$ cat src/rtl/stopwatch_pkg.sv
// Shared types and constants for the stopwatch control block.
package stopwatch_pkg;

  localparam int BCD_W = 16;

  localparam logic [BCD_W-1:0] DEF_LOAD_PRESET = 16'h0500;
  localparam logic [BCD_W-1:0] MAX_COUNT       = 16'h5959;

  typedef enum logic [2:0] {
    ST_IDLE    = 3'd0,
    ST_UP      = 3'd1,
    ST_DOWN    = 3'd2,
    ST_ERROR   = 3'd3,
    ST_EXPIRED = 3'd4
  } state_t;

endpackage

$ cat src/rtl/stopwatch_btn_sync.sv
// Button synchroniser with a level output and single-cycle rise/fall detects.
module btn_sync
  import stopwatch_pkg::*;
#(
  parameter int SYNC_STAGES = 2
) (
  input  logic clk,
  input  logic rst_n,
  input  logic btn,
  output logic level,
  output logic rise,
  output logic fall
);

  logic [SYNC_STAGES-1:0] sync_reg;
  logic                   prev_reg;

  always_ff @(posedge clk or negedge rst_n) begin
    if (!rst_n) begin
      sync_reg <= '0;
      prev_reg <= 1'b0;
    end else begin
      sync_reg <= {sync_reg[SYNC_STAGES-2:0], btn};
      prev_reg <= sync_reg[SYNC_STAGES-1];
    end
  end

  assign level = sync_reg[SYNC_STAGES-1];
  assign rise  = level & ~prev_reg;
  assign fall  = ~level & prev_reg;

endmodule

$ cat src/rtl/stopwatch_ctrl.sv
// Stopwatch control FSM: button synchronisation, tick prescaler and
// clear/load/error/expiry sequencing for the mm:ss BCD counter.
module stopwatch_ctrl
  import stopwatch_pkg::*;
#(
  parameter int                TICK_DIV    = 50,
  parameter int                SYNC_STAGES = 2,
  parameter logic [BCD_W-1:0]  LOAD_PRESET = DEF_LOAD_PRESET
) (
  input  logic             MCLK,
  input  logic             MR,
  input  logic             MS,
  input  logic             MM,
  input  logic             ML,
  input  logic             MC,
  input  logic             CNT_ZERO,
  input  logic             CNT_MAX,
  output logic             TICK_EN,
  output logic             CNT_UP,
  output logic             CNT_CLR,
  output logic             CNT_LD,
  output logic [BCD_W-1:0] LD_VAL,
  output logic             ERR,
  output logic             DONE,
  output logic [2:0]       STATE
);

  localparam int            PW         = (TICK_DIV > 2) ? $clog2(TICK_DIV) : 1;
  localparam logic [PW-1:0] PRESC_LAST = PW'(TICK_DIV - 1);

  // Button index: 0 = run, 1 = mode, 2 = load, 3 = clear.
  logic [3:0] btn_raw;
  logic [3:0] btn_lvl;
  logic [3:0] btn_rise;
  logic [3:0] btn_fall;

  assign btn_raw = {MC, ML, MM, MS};

  genvar gi;
  generate
    for (gi = 0; gi < 4; gi++) begin : g_sync
      btn_sync #(.SYNC_STAGES(SYNC_STAGES)) u_sync (
        .clk   (MCLK),
        .rst_n (MR),
        .btn   (btn_raw[gi]),
        .level (btn_lvl[gi]),
        .rise  (btn_rise[gi]),
        .fall  (btn_fall[gi])
      );
    end
  endgenerate

  logic ms_lvl, mm_lvl, ms_rise, ml_fall, mc_rise;
  assign ms_lvl  = btn_lvl[0];
  assign mm_lvl  = btn_lvl[1];
  assign ms_rise = btn_rise[0];
  assign ml_fall = btn_fall[2];
  assign mc_rise = btn_rise[3];

  logic unused_edges;
  assign unused_edges = ^{btn_lvl[3:2], btn_rise[2:1], btn_fall[3], btn_fall[1:0]};

  state_t        state_reg;
  logic [PW-1:0] presc_reg;

  always_ff @(posedge MCLK or negedge MR) begin
    if (!MR) begin
      state_reg <= ST_IDLE;
      presc_reg <= '0;
      TICK_EN   <= 1'b0;
      CNT_CLR   <= 1'b0;
      CNT_LD    <= 1'b0;
      CNT_UP    <= 1'b0;
      ERR       <= 1'b0;
      DONE      <= 1'b0;
    end else begin
      TICK_EN <= 1'b0;
      CNT_CLR <= 1'b0;
      CNT_LD  <= 1'b0;
      if (mc_rise) begin
        CNT_CLR   <= 1'b1;
        state_reg <= ST_IDLE;
        presc_reg <= '0;
        ERR       <= 1'b0;
        DONE      <= 1'b0;
      end else begin
        case (state_reg)
          ST_IDLE: begin
            presc_reg <= '0;
            // A release coinciding with the run press loads first; the run
            // is picked up next cycle because the run level stays high.
            if (ml_fall && (!ms_lvl || ms_rise)) begin
              CNT_LD <= 1'b1;
            end else if (ms_lvl && !mm_lvl) begin
              state_reg <= ST_UP;
              CNT_UP    <= 1'b1;
            end else if (ms_lvl && mm_lvl && !CNT_ZERO) begin
              state_reg <= ST_DOWN;
              CNT_UP    <= 1'b0;
            end
          end
          ST_UP: begin
            if (!ms_lvl) begin
              state_reg <= ST_IDLE;
              presc_reg <= '0;
            end else if (mm_lvl) begin
              state_reg <= ST_ERROR;
              ERR       <= 1'b1;
              presc_reg <= '0;
            end else if (presc_reg == PRESC_LAST) begin
              presc_reg <= '0;
              TICK_EN   <= !CNT_MAX;
            end else begin
              presc_reg <= presc_reg + 1'b1;
            end
          end
          ST_DOWN: begin
            if (!ms_lvl) begin
              state_reg <= ST_IDLE;
              presc_reg <= '0;
            end else if (!mm_lvl) begin
              state_reg <= ST_ERROR;
              ERR       <= 1'b1;
              presc_reg <= '0;
            end else if (CNT_ZERO) begin
              state_reg <= ST_EXPIRED;
              DONE      <= 1'b1;
              presc_reg <= '0;
            end else if (presc_reg == PRESC_LAST) begin
              presc_reg <= '0;
              TICK_EN   <= 1'b1;
            end else begin
              presc_reg <= presc_reg + 1'b1;
            end
          end
          ST_ERROR: begin
            presc_reg <= '0;
          end
          ST_EXPIRED: begin
            presc_reg <= '0;
            if (!ms_lvl) begin
              state_reg <= ST_IDLE;
              DONE      <= 1'b0;
            end
          end
          default: begin
            state_reg <= ST_IDLE;
            presc_reg <= '0;
          end
        endcase
      end
    end
  end

  assign STATE  = state_reg;
  assign LD_VAL = LOAD_PRESET;

endmodule
$ cat config.mk
export PLATFORM = sky130hd
export DESIGN_NAME = stopwatch_ctrl
export DESIGN_NICKNAME = d
export VERILOG_FILES = /design/src/rtl/stopwatch_pkg.sv /design/src/rtl/stopwatch_btn_sync.sv /design/src/rtl/stopwatch_ctrl.sv
export SDC_FILE = /design/constraint.sdc
export NUM_CORES = 1
export LEC_CHECK = 0
export CORE_MARGIN = 2
export CORE_UTILIZATION = 52
export DETAILED_ROUTE_END_ITERATION = 8
export GPL_TIMING_DRIVEN = 0
export PLACE_DENSITY = 0.94
export SYNTH_ARGS = -nofsm -noshare
export SYNTH_HDL_FRONTEND = slang
export SYNTH_HIERARCHICAL = 1
export SYNTH_SLANG_ARGS = --single-unit
$ cat constraint.sdc
create_clock -name MCLK -period 2.6 [get_ports MCLK]
set_input_delay 0.39 -clock MCLK [delete_from_list [all_inputs] [get_ports MCLK]]
set_output_delay 0.39 -clock MCLK [all_outputs]
set_load 0.01 [all_outputs]
Word-level counts from Yosys, hierarchy flattened. Cells that the tools add are included.

Register bits after elaboration: 26. Input bits: 8. Word-level logic and storage cells: 104. Output and inout bits: 25.

Add/sub/neg operators: 1. Equality and inequality tests: 17. Mux-type cells: 46. Reductions and logical operators: 17. Bitwise operators: 8.

Operators by type and width (count): $mux 6 (7); $mux 3 (10); $mux 1 (24); $pmux 3 s5 (1); $ne 3x1->1 const B (4); $ne 3x2->1 const B (4); $pmux 6 s2 (1); $reduce_and 5->1 (2); $add 6x1->6 const B (1); $eq 3x2->1 const B (2); $eq 6x6->1 const B (1); $pmux 1 s2 (3); $reduce_and 6->1 (1); $reduce_bool 3->1 (2); $ne 5x4->1 const B (1); $not 1->1 (5); $logic_and 1x1->1 (4); $logic_not 1->1 (4); $ne 4x2->1 const B (1); $ne 4x3->1 const B (1); $reduce_and 4->1 (1); $and 1x1->1 (3); $eq 3x1->1 const B (1); $eq 3x3->1 const B (1); 4 further kinds (4).

Longest topological paths before layout.
Depth after elaboration: 7. Mapped depth: 5. Depth with buffers taken out: 5.

Cells and area by module. Netlist, hierarchy kept.

By module, submodules not included: stopwatch_ctrl (seq. area each 375.4 µm², cells an instance 102, area an instance 955.9 µm², times used 1); btn_sync (seq. area each 75.1 µm², cells an instance 5, area an instance 90.1 µm², times used 4).

Least setup slack after synthesis. Ideal clock, no wire load.

Path kind: reg2reg. Start point: register g_sync[3].u_sync.prev_reg. End point: register state_reg[0], in the netlist STATE[0]. Arrival: 1.503 ns. Cell stages (with the launch flop): 6. Buffers on the path: 0. Period minus slack after synthesis: 1.629 ns. Required time: 2.474 ns. Slack: 0.971 ns. Library setup time: 0.126 ns. Path through: dfrtp_1 > nor2b_1 > nor3b_2 > a32oi_2 > o21ai_1 > a221o_1.

Cells in the longest elaborated chain, start to end: 4. Elaborated cells between the ends (all ways): 10. Those cells by class: 6 x eq/ne; 1 x mux; 2 x bitwise; 1 x reduce/logical.

RTL lines: start, declared (RTL line stopwatch_btn_sync.sv:16) `logic prev_reg;`; start signal, assigned (RTL line stopwatch_btn_sync.sv:24) `prev_reg <= sync_reg[SYNC_STAGES-1];`; $not 1->1 * (RTL line stopwatch_btn_sync.sv:29) `assign rise = level & ~prev_reg;`; $and 1x1->1 * (RTL line stopwatch_btn_sync.sv:29); via btn_rise[3] (RTL line stopwatch_ctrl.sv:34) `logic [3:0] btn_rise;`; $ne 5x4->1 (no source line) (tied with other cells); $reduce_and 6->1 (no source line); end signal, assigned (RTL line stopwatch_ctrl.sv:68) `state_reg <= ST_IDLE;`; end signal, assigned (RTL line stopwatch_ctrl.sv:82) `state_reg <= ST_IDLE;`; end signal, assigned (RTL line stopwatch_ctrl.sv:95) `state_reg <= ST_UP;`; end, declared (RTL line stopwatch_ctrl.sv:63) `state_t state_reg;`.

Mark *: on every way through the listed nets, which the timed path passes. The rest lies on a longest branch. A chain may end at the register's enable or synchronous reset.

Worst setup path after layout.
Start point: register g_sync[3].u_sync.sync_reg[1]. End point: register state_reg[0], in the netlist STATE[0].

Cells in the longest elaborated chain, start to end: 3. Elaborated cells between the ends (all ways): 9. Those cells by class: 6 x eq/ne; 1 x mux; 1 x bitwise; 1 x reduce/logical.

RTL lines: start, declared (RTL line stopwatch_btn_sync.sv:15) `logic [SYNC_STAGES-1:0] sync_reg;`; start signal, assigned (RTL line stopwatch_btn_sync.sv:23) `sync_reg <= {sync_reg[SYNC_STAGES-2:0], btn};`; $and 1x1->1 * (RTL line stopwatch_btn_sync.sv:29); via btn_rise[3] (RTL line stopwatch_ctrl.sv:34); $ne 5x4->1 (no source line) (tied with other cells); $reduce_and 6->1 (no source line).

Marks and branches as above.

==> metrics.txt <==
Port Buffer Count 16; CTS Buf Count 3; RSZ-0062 raised after global routing false; Sink Count 26; Die Width ~53 µm; Tmin final ~2000 ps; Worst R2R Setup Slack approximately 620 ps; crit path from g_sync[3].u_sync/sync_reg[1]; Tot GR Track Use 0.1826; Net Switching roughly 300 µW; number of core rows 17; detailed-route vias per instance 5.163; Hold Path Stages 0; Slew headroom 0.2459; uppermost routed layer met4; # setup viols final 0; internal power just under 700 µW; Clock Power Share 0.199; sw frac 0.3054; hold path start g_sync[0].u_sync/sync_reg[0]; CP Class register to register; r2r worst-path depth 5; clock slew at reported path FFs approximately 140 ps; Die Y ~53 µm; worst r2r src g_sync[3].u_sync/sync_reg[1]; Logic pwr share 0.323; met3 wire length 154 µm; Fin Clk Skew between 5 and 6 ps; reg2reg end STATE[0]; htree depth 1; cells resized by post-CTS repair 0; fmax about 500 MHz; die area 2817 µm²; Overflow after GRT 0; via count slightly above 900; first-pass iteration count of the detailed router 4; synthesized area between 1000 and 1500 µm²; Synth Warn # 6; Routed Antenna Nets 0; Worst Hold Path EP g_sync[0].u_sync/sync_reg[1]; vias in the first global route approximately 860; layout cells sized above 1 0.2000; core area ~2300 µm²; worst slew pin tran 1128 ps; CP endpoint kind register; Cells after Synth 116; global-route wire length before repair 3608 µm; starting density of the core 0.5555; Max Cap Viol 0; routed wl met2 between 1000 and 1500 µm; largest net degree at the start of global routing 27; Worst EP required 2810 ps; Reg power frac 0.478; VDD IR max approximately 0.00044 V; most common cell after layout, fill and taps aside dfrtp_1; status complete, no violations; overall routed net length around 2300 µm; CTS Root Cell clkbuf_4; crit path launch type register; Hold Path Class register to register; Worst Setup Slack post-DPL approximately 630 ps; WL/cell 12.86 µm; setup TNS 0 ps; drt initial violations 17; diodes inserted 0; commonest cells after routing, fill and taps aside dfrtp_1 (26), buf_4 (18), conb_1 (16), clkdlybuf4s50_1 (16), nor2_1 (14); P_leak slightly above 0.0007 µW; area delta synth->final 22.68%; DR DRC count 0; pwr dens 648.1 nW/µm²; post-CTS setup buffer count 0; clk_lat worst skew around 310 ps; CTS tree yes; Top Ports 33; M1 WL 940 µm; DP HPWL approximately 1700 µm; critical path arrival approximately 2200 ps; Hold Fails Final Rpt 0; Avg Cell Area, Syn between 10 and 15 µm²; max reg flops 8; Placer Congestion slightly below 0.9; hold_buf cts 0; fin worst setup slack about 600 ps; Max Slew Vio Count 0; clk buf depth 2; worst-path fanout max 9; initial antenna violation count 0; Tcrit/Tclk final 0.7624; fin nets about 160
cell type report:
class / instances / area [µm²]
fill: 182 / 718.2
inverter: 3 / 11.26
tap: 28 / 35.03
clock buffer: 4 / 36.28
timing repair buffer: 16 / 160.2
buffer: 19 / 146.4
multi-input combinational: 82 / 496.7
sequential: 26 / 650.6
critical path: stages, from the launching register on:
cell and delay (ps):
dfrtp_1 370, nor2b_1 580, nor3b_2 120, a32oi_2 270, o21ai_1 150, a221o_1 390
worst max-delay path by stage:
stage	slack [ps]	cells past startpoint	end
final	620	5	STATE[0]
after global routing	430	5	STATE[0]
after CTS	630	5	STATE[0]
after global placement	700	5	STATE[0]
after detailed placement	630	5	STATE[0]
after floorplan	990	5	STATE[0]
routing by layer:
| metal | track usage | up-vias |
|---|---|---|
| met3 | 0.03390 | 2 |
| met5 | 0 | - |
| met1 | 0.2175 | 449 |
| li1 | - | 432 |
| met2 | 0.3167 | 36 |
| met4 | 0.08547 | 0 |
power groups by stage:
| stage | clock network, µW | registers (µW) | logic, µW |
|---|---|---|---|
| after floorplan | 0 | 491 | 192 |
| after global placement | 0 | 481 | 304 |
| after detailed placement | 0 | 484 | 318 |
| after CTS | 207 | 476 | 320 |
| after global routing | 227 | 480 | 353 |
| final | 198 | 476 | 322 |
stage by stage:
step	total power, µW	cells	util	hold slack (ps)	area (µm²)
2_1_floorplan	683.7	130	-	94.41	1305
3_3_place_gp	784.7	174	0.6654	331.2	1500
3_5_place_dp	802.4	174	0.6654	336.4	1500
4_1_cts	1003	178	0.6815	366.9	1536
5_1_grt	1061	178	0.6815	377.4	1536
6_report	995.7	178	0.6815	370.3	1536
Power figures use the tool's default switching activity.
==> RTL edit 1, RTL diff (same flow settings) <==
Register the inputs `MS`, `MM`, `ML`, `MC`, `CNT_ZERO` and `CNT_MAX` before use, without a reset. The logic sees them one clock later.
--- a/src/rtl/stopwatch_ctrl.sv
+++ b/src/rtl/stopwatch_ctrl.sv
@@ -29,4 +29,20 @@
   localparam logic [PW-1:0] PRESC_LAST = PW'(TICK_DIV - 1);
 
+  logic MS_q;
+  logic MM_q;
+  logic ML_q;
+  logic MC_q;
+  logic CNT_ZERO_q;
+  logic CNT_MAX_q;
+
+  always_ff @(posedge MCLK) begin
+    MS_q       <= MS;
+    MM_q       <= MM;
+    ML_q       <= ML;
+    MC_q       <= MC;
+    CNT_ZERO_q <= CNT_ZERO;
+    CNT_MAX_q  <= CNT_MAX;
+  end
+
   // Button index: 0 = run, 1 = mode, 2 = load, 3 = clear.
   logic [3:0] btn_raw;
@@ -35,5 +51,5 @@
   logic [3:0] btn_fall;
 
-  assign btn_raw = {MC, ML, MM, MS};
+  assign btn_raw = {MC_q, ML_q, MM_q, MS_q};
 
   genvar gi;
@@ -95,5 +111,5 @@
               state_reg <= ST_UP;
               CNT_UP    <= 1'b1;
-            end else if (ms_lvl && mm_lvl && !CNT_ZERO) begin
+            end else if (ms_lvl && mm_lvl && !CNT_ZERO_q) begin
               state_reg <= ST_DOWN;
               CNT_UP    <= 1'b0;
@@ -110,5 +126,5 @@
             end else if (presc_reg == PRESC_LAST) begin
               presc_reg <= '0;
-              TICK_EN   <= !CNT_MAX;
+              TICK_EN   <= !CNT_MAX_q;
             end else begin
               presc_reg <= presc_reg + 1'b1;
@@ -123,5 +139,5 @@
               ERR       <= 1'b1;
               presc_reg <= '0;
-            end else if (CNT_ZERO) begin
+            end else if (CNT_ZERO_q) begin
               state_reg <= ST_EXPIRED;
               DONE      <= 1'b1;
Function: changed (Yosys sat finds a counterexample within 4 cycles, from zero or initial values).
==> RTL edit 1 against the unedited design <==
Wire length shrank 6.5%. Synthesized cell count unchanged. Sequential cell count rose by 6. Cell area grew 6.8%. Worst setup slack improved by 0.13 ns. Count of clock-buffer cells in the layout increased by 2. Synthesized area is 4.9% higher. Largest cell class unchanged.
Power is not compared: it rests on default switching activity, and its combinational part moved more than twofold at a synthesized area within 25%.
==> RTL edit 1: results (changes against the unedited design) <==
- Post-DP HPWL: 1597 um (was 1702 um)
- WL met1: 854 um (was 940 um)
- Fraction of area in multi-input gates: 27.69% (was 32.33%)
- Placed Cells incl. Taps: 176 (was 174)
- Layout clock area frac: 4.653% (was 2.362%)
- Post-Route WL: 2141 um (was 2289 um)
- Status: complete, no violations (unchanged)
- Hold slack: 0.3330 ns (was 0.3703 ns)
- H-tree depth: 2 (was 1)
- Drt initial violations: 24 (was 17)
- Met2 usage: 29.32% (was 31.67%)
- Final GP Congestion: 0.9328 (was 0.8766)
- Max Freq: 0.5397 GHz (was 0.5045 GHz)
- Vias in the first global route: 848 (was 864)
- R2R Path Start: STATE[2] (was g_sync[3].u_sync/sync_reg[1])
- Critical Path Start: STATE[1] (was g_sync[3].u_sync/sync_reg[1])
- TritonCTS Buffers: 5 (was 3)
- CP max-delay cell: clkdlybuf4s50_1 (was nor2b_1)
- Hold worst-path end: g_sync[0].u_sync/sync_reg[0] (was g_sync[0].u_sync/sync_reg[1])
- Delay of the slowest critical-path stage: 0.60 ns (was 0.58 ns)
- Final Util: 67.44% (was 68.15%)
- Repair and plain buffers: 34 (was 35)
- Register-to-register setup slack: 1.21 ns (was 0.62 ns)
- Dpl cell area: 0.001564 mm^2 (was 0.001500 mm^2)
- Layout cell share with drive strength beyond 1: 20.13% (was 20.00%)
- Met3 Routed Length: 153 um (was 154 um)
- Met3 Track Usage GR: 5.738% (was 3.390%)
- Final-layout clock buffer total: 6 (was 4)
- Hold Path Origin: MS_q (was g_sync[0].u_sync/sync_reg[0])
- Clock-pin slew on the worst setup and hold paths: 0.10 ns (was 0.14 ns)
- Final non-clock buffer share: 17.70% (was 19.95%)
## RTL edit 1: cell types whose count changed in the layout (fill, tap and decap cells not counted), moves of 2 or more
| cell | unedited run | this run |
|---|---|---|
| dfxtp_1 | 0 | 6 |
| nand2b_1 | 0 | 3 |
| nor3_1 | 3 | 0 |
| nor3b_1 | 3 | 0 |
| and3_1 | 0 | 2 |
| buf_2 | 0 | 2 |
| buf_4 | 18 | 16 |
| clkbuf_4 | 3 | 5 |
| nor2_1 | 14 | 12 |
| o22ai_1 | 0 | 2 |
| o31ai_1 | 0 | 2 |
| or3_1 | 2 | 0 |
## RTL edit 1: power by group
part | leakage, nW | internal (mW) | total, mW | switching [mW]
clock | 0.0422 | 0.202 | 0.361 | 0.160
sequential | 0.384 | 0.520 | 0.537 | 0.0165
combinational | 0.327 | 0.0657 | 0.127 | 0.0609
total | 0.753 | 0.787 | 1.02 | 0.237
==> RTL edit 2, RTL diff (same flow settings) <==
Without the edit above. `SYNC_STAGES` is set to 2 in 2 places; all go to 4.
--- a/src/rtl/stopwatch_btn_sync.sv
+++ b/src/rtl/stopwatch_btn_sync.sv
@@ -3,5 +3,5 @@
   import stopwatch_pkg::*;
 #(
-  parameter int SYNC_STAGES = 2
+  parameter int SYNC_STAGES = 4
 ) (
   input  logic clk,
--- a/src/rtl/stopwatch_ctrl.sv
+++ b/src/rtl/stopwatch_ctrl.sv
@@ -5,5 +5,5 @@
 #(
   parameter int                TICK_DIV    = 50,
-  parameter int                SYNC_STAGES = 2,
+  parameter int                SYNC_STAGES = 4,
   parameter logic [BCD_W-1:0]  LOAD_PRESET = DEF_LOAD_PRESET
 ) (
Behaviour: not the same (Yosys sat finds a counterexample within 4 cycles, from zero or initial values).
==> RTL edit 2 against the unedited design <==
Cell area rose by 16%. Count of clock-buffer cells in the layout rose by 1. Sequential cell count rose by 8. Power rose by 32%. Worst setup slack improved by 0.049 ns. Synthesized area rose by 16%. Core utilization fell by 2.6 points. Wire length rose by 6.4%. Combinational power rose by 3%. Largest power group unchanged.
==> RTL edit 2: results (changes against the unedited design) <==
- Gr usage total: 17.12% (was 18.26%)
- Slew Limit Headroom: 51.41% (was 24.59%)
- Met2 usage: 28.07% (was 31.67%)
- Final non-clock buffer share: 16.97% (was 19.95%)
- TritonCTS Buffers: 5 (was 3)
- Vias in the first global route: 957 (was 864)
- WL met2: 1243 um (was 1184 um)
- Register-to-register setup slack: 0.67 ns (was 0.62 ns)
- Clock-pin slew on the worst setup and hold paths: 0.11 ns (was 0.14 ns)
- Clk Latency, worst-skew pair: 0.34 ns (was 0.31 ns)
- Reg area: 850.8 um^2 (was 650.6 um^2)
- Layout cell share with drive strength beyond 1: 21.60% (was 20.00%)
- Crit path arrival time: 2.17 ns (was 2.19 ns)
- # fillers: 227 (was 182)
- Vias: 992 (was 919)
- Post-Route WL: 2436 um (was 2289 um)
- Final GP Congestion: 0.8148 (was 0.8766)
- Drt initial violations: 33 (was 17)
- Fraction of area in multi-input gates: 27.96% (was 32.33%)
- Post-DP HPWL: 1663 um (was 1702 um)
- Critical Path Start: g_sync[3].u_sync/sync_reg[3] (was g_sync[3].u_sync/sync_reg[1])
- Status: complete, no violations (unchanged)
- Met3 Routed Length: 122 um (was 154 um)
- Min-delay worst type: in2async (was reg2reg)
- Met3 Track Usage GR: 6.452% (was 3.390%)
- LEAKAGE: 0.8279 nW (was 0.7107 nW)
- WL met1: 1038 um (was 940 um)
- Met1 Use GR: 19.48% (was 21.75%)
- First-pass GRT wire length: 4105 um (was 3608 um)
- VDD IR-drop max: 0.0005260 V (was 0.0004374 V)
- Clock Skew: 0.008634 ns (was 0.005156 ns)
==> RTL edit 2: through the flow <==
step | power (mW) | instances | worst slack [ns] | hold slack (ns) | cell area [um^2]
final | 1.316 | 193 | 0.6663 | 0.09395 | 1777
after global routing | 1.392 | 193 | 0.5154 | 0.1404 | 1777
after CTS | 1.328 | 193 | 0.6889 | 0.3596 | 1782
after detailed placement | 0.9483 | 185 | 0.4672 | 0.3358 | 1704
after global placement | 0.9318 | 185 | 0.5729 | 0.3314 | 1704
after floorplan | 0.8286 | 138 | 0.9851 | 0.09441 | 1505
==> RTL edit 2: report_power, final <==
part	internal (mW)	switching, mW	total [mW]
sequential	0.574	0.0331	0.607
clock	0.199	0.178	0.377
combinational	0.168	0.164	0.332
total	0.941	0.375	1.32
==> RTL edit 2: worst max-delay path, delay by kind of cell (launching register included) <==
| kind | cells | cell delay, ns |
|---|---|---|
| DFF | 1 | 0.35 |
| AOI/OAI and AO/OA | 3 | 0.78 |
| and+or+nand+nor | 2 | 0.71 |
==> RTL edit 2: how the worst min path moves through the flow <==
stage | start | end | slack, ns | depth (start not counted)
floorplan | MR | CNT_CLR | 0.09 | 0
global placement | g_sync[0].u_sync/sync_reg[0] | g_sync[0].u_sync/sync_reg[1] | 0.33 | 0
detailed placement | g_sync[0].u_sync/sync_reg[0] | g_sync[0].u_sync/sync_reg[1] | 0.34 | 0
CTS | g_sync[0].u_sync/sync_reg[0] | g_sync[0].u_sync/sync_reg[1] | 0.36 | 0
global route | MR | g_sync[0].u_sync/sync_reg[2] | 0.14 | 1
finish | MR | STATE[2] | 0.09 | 1
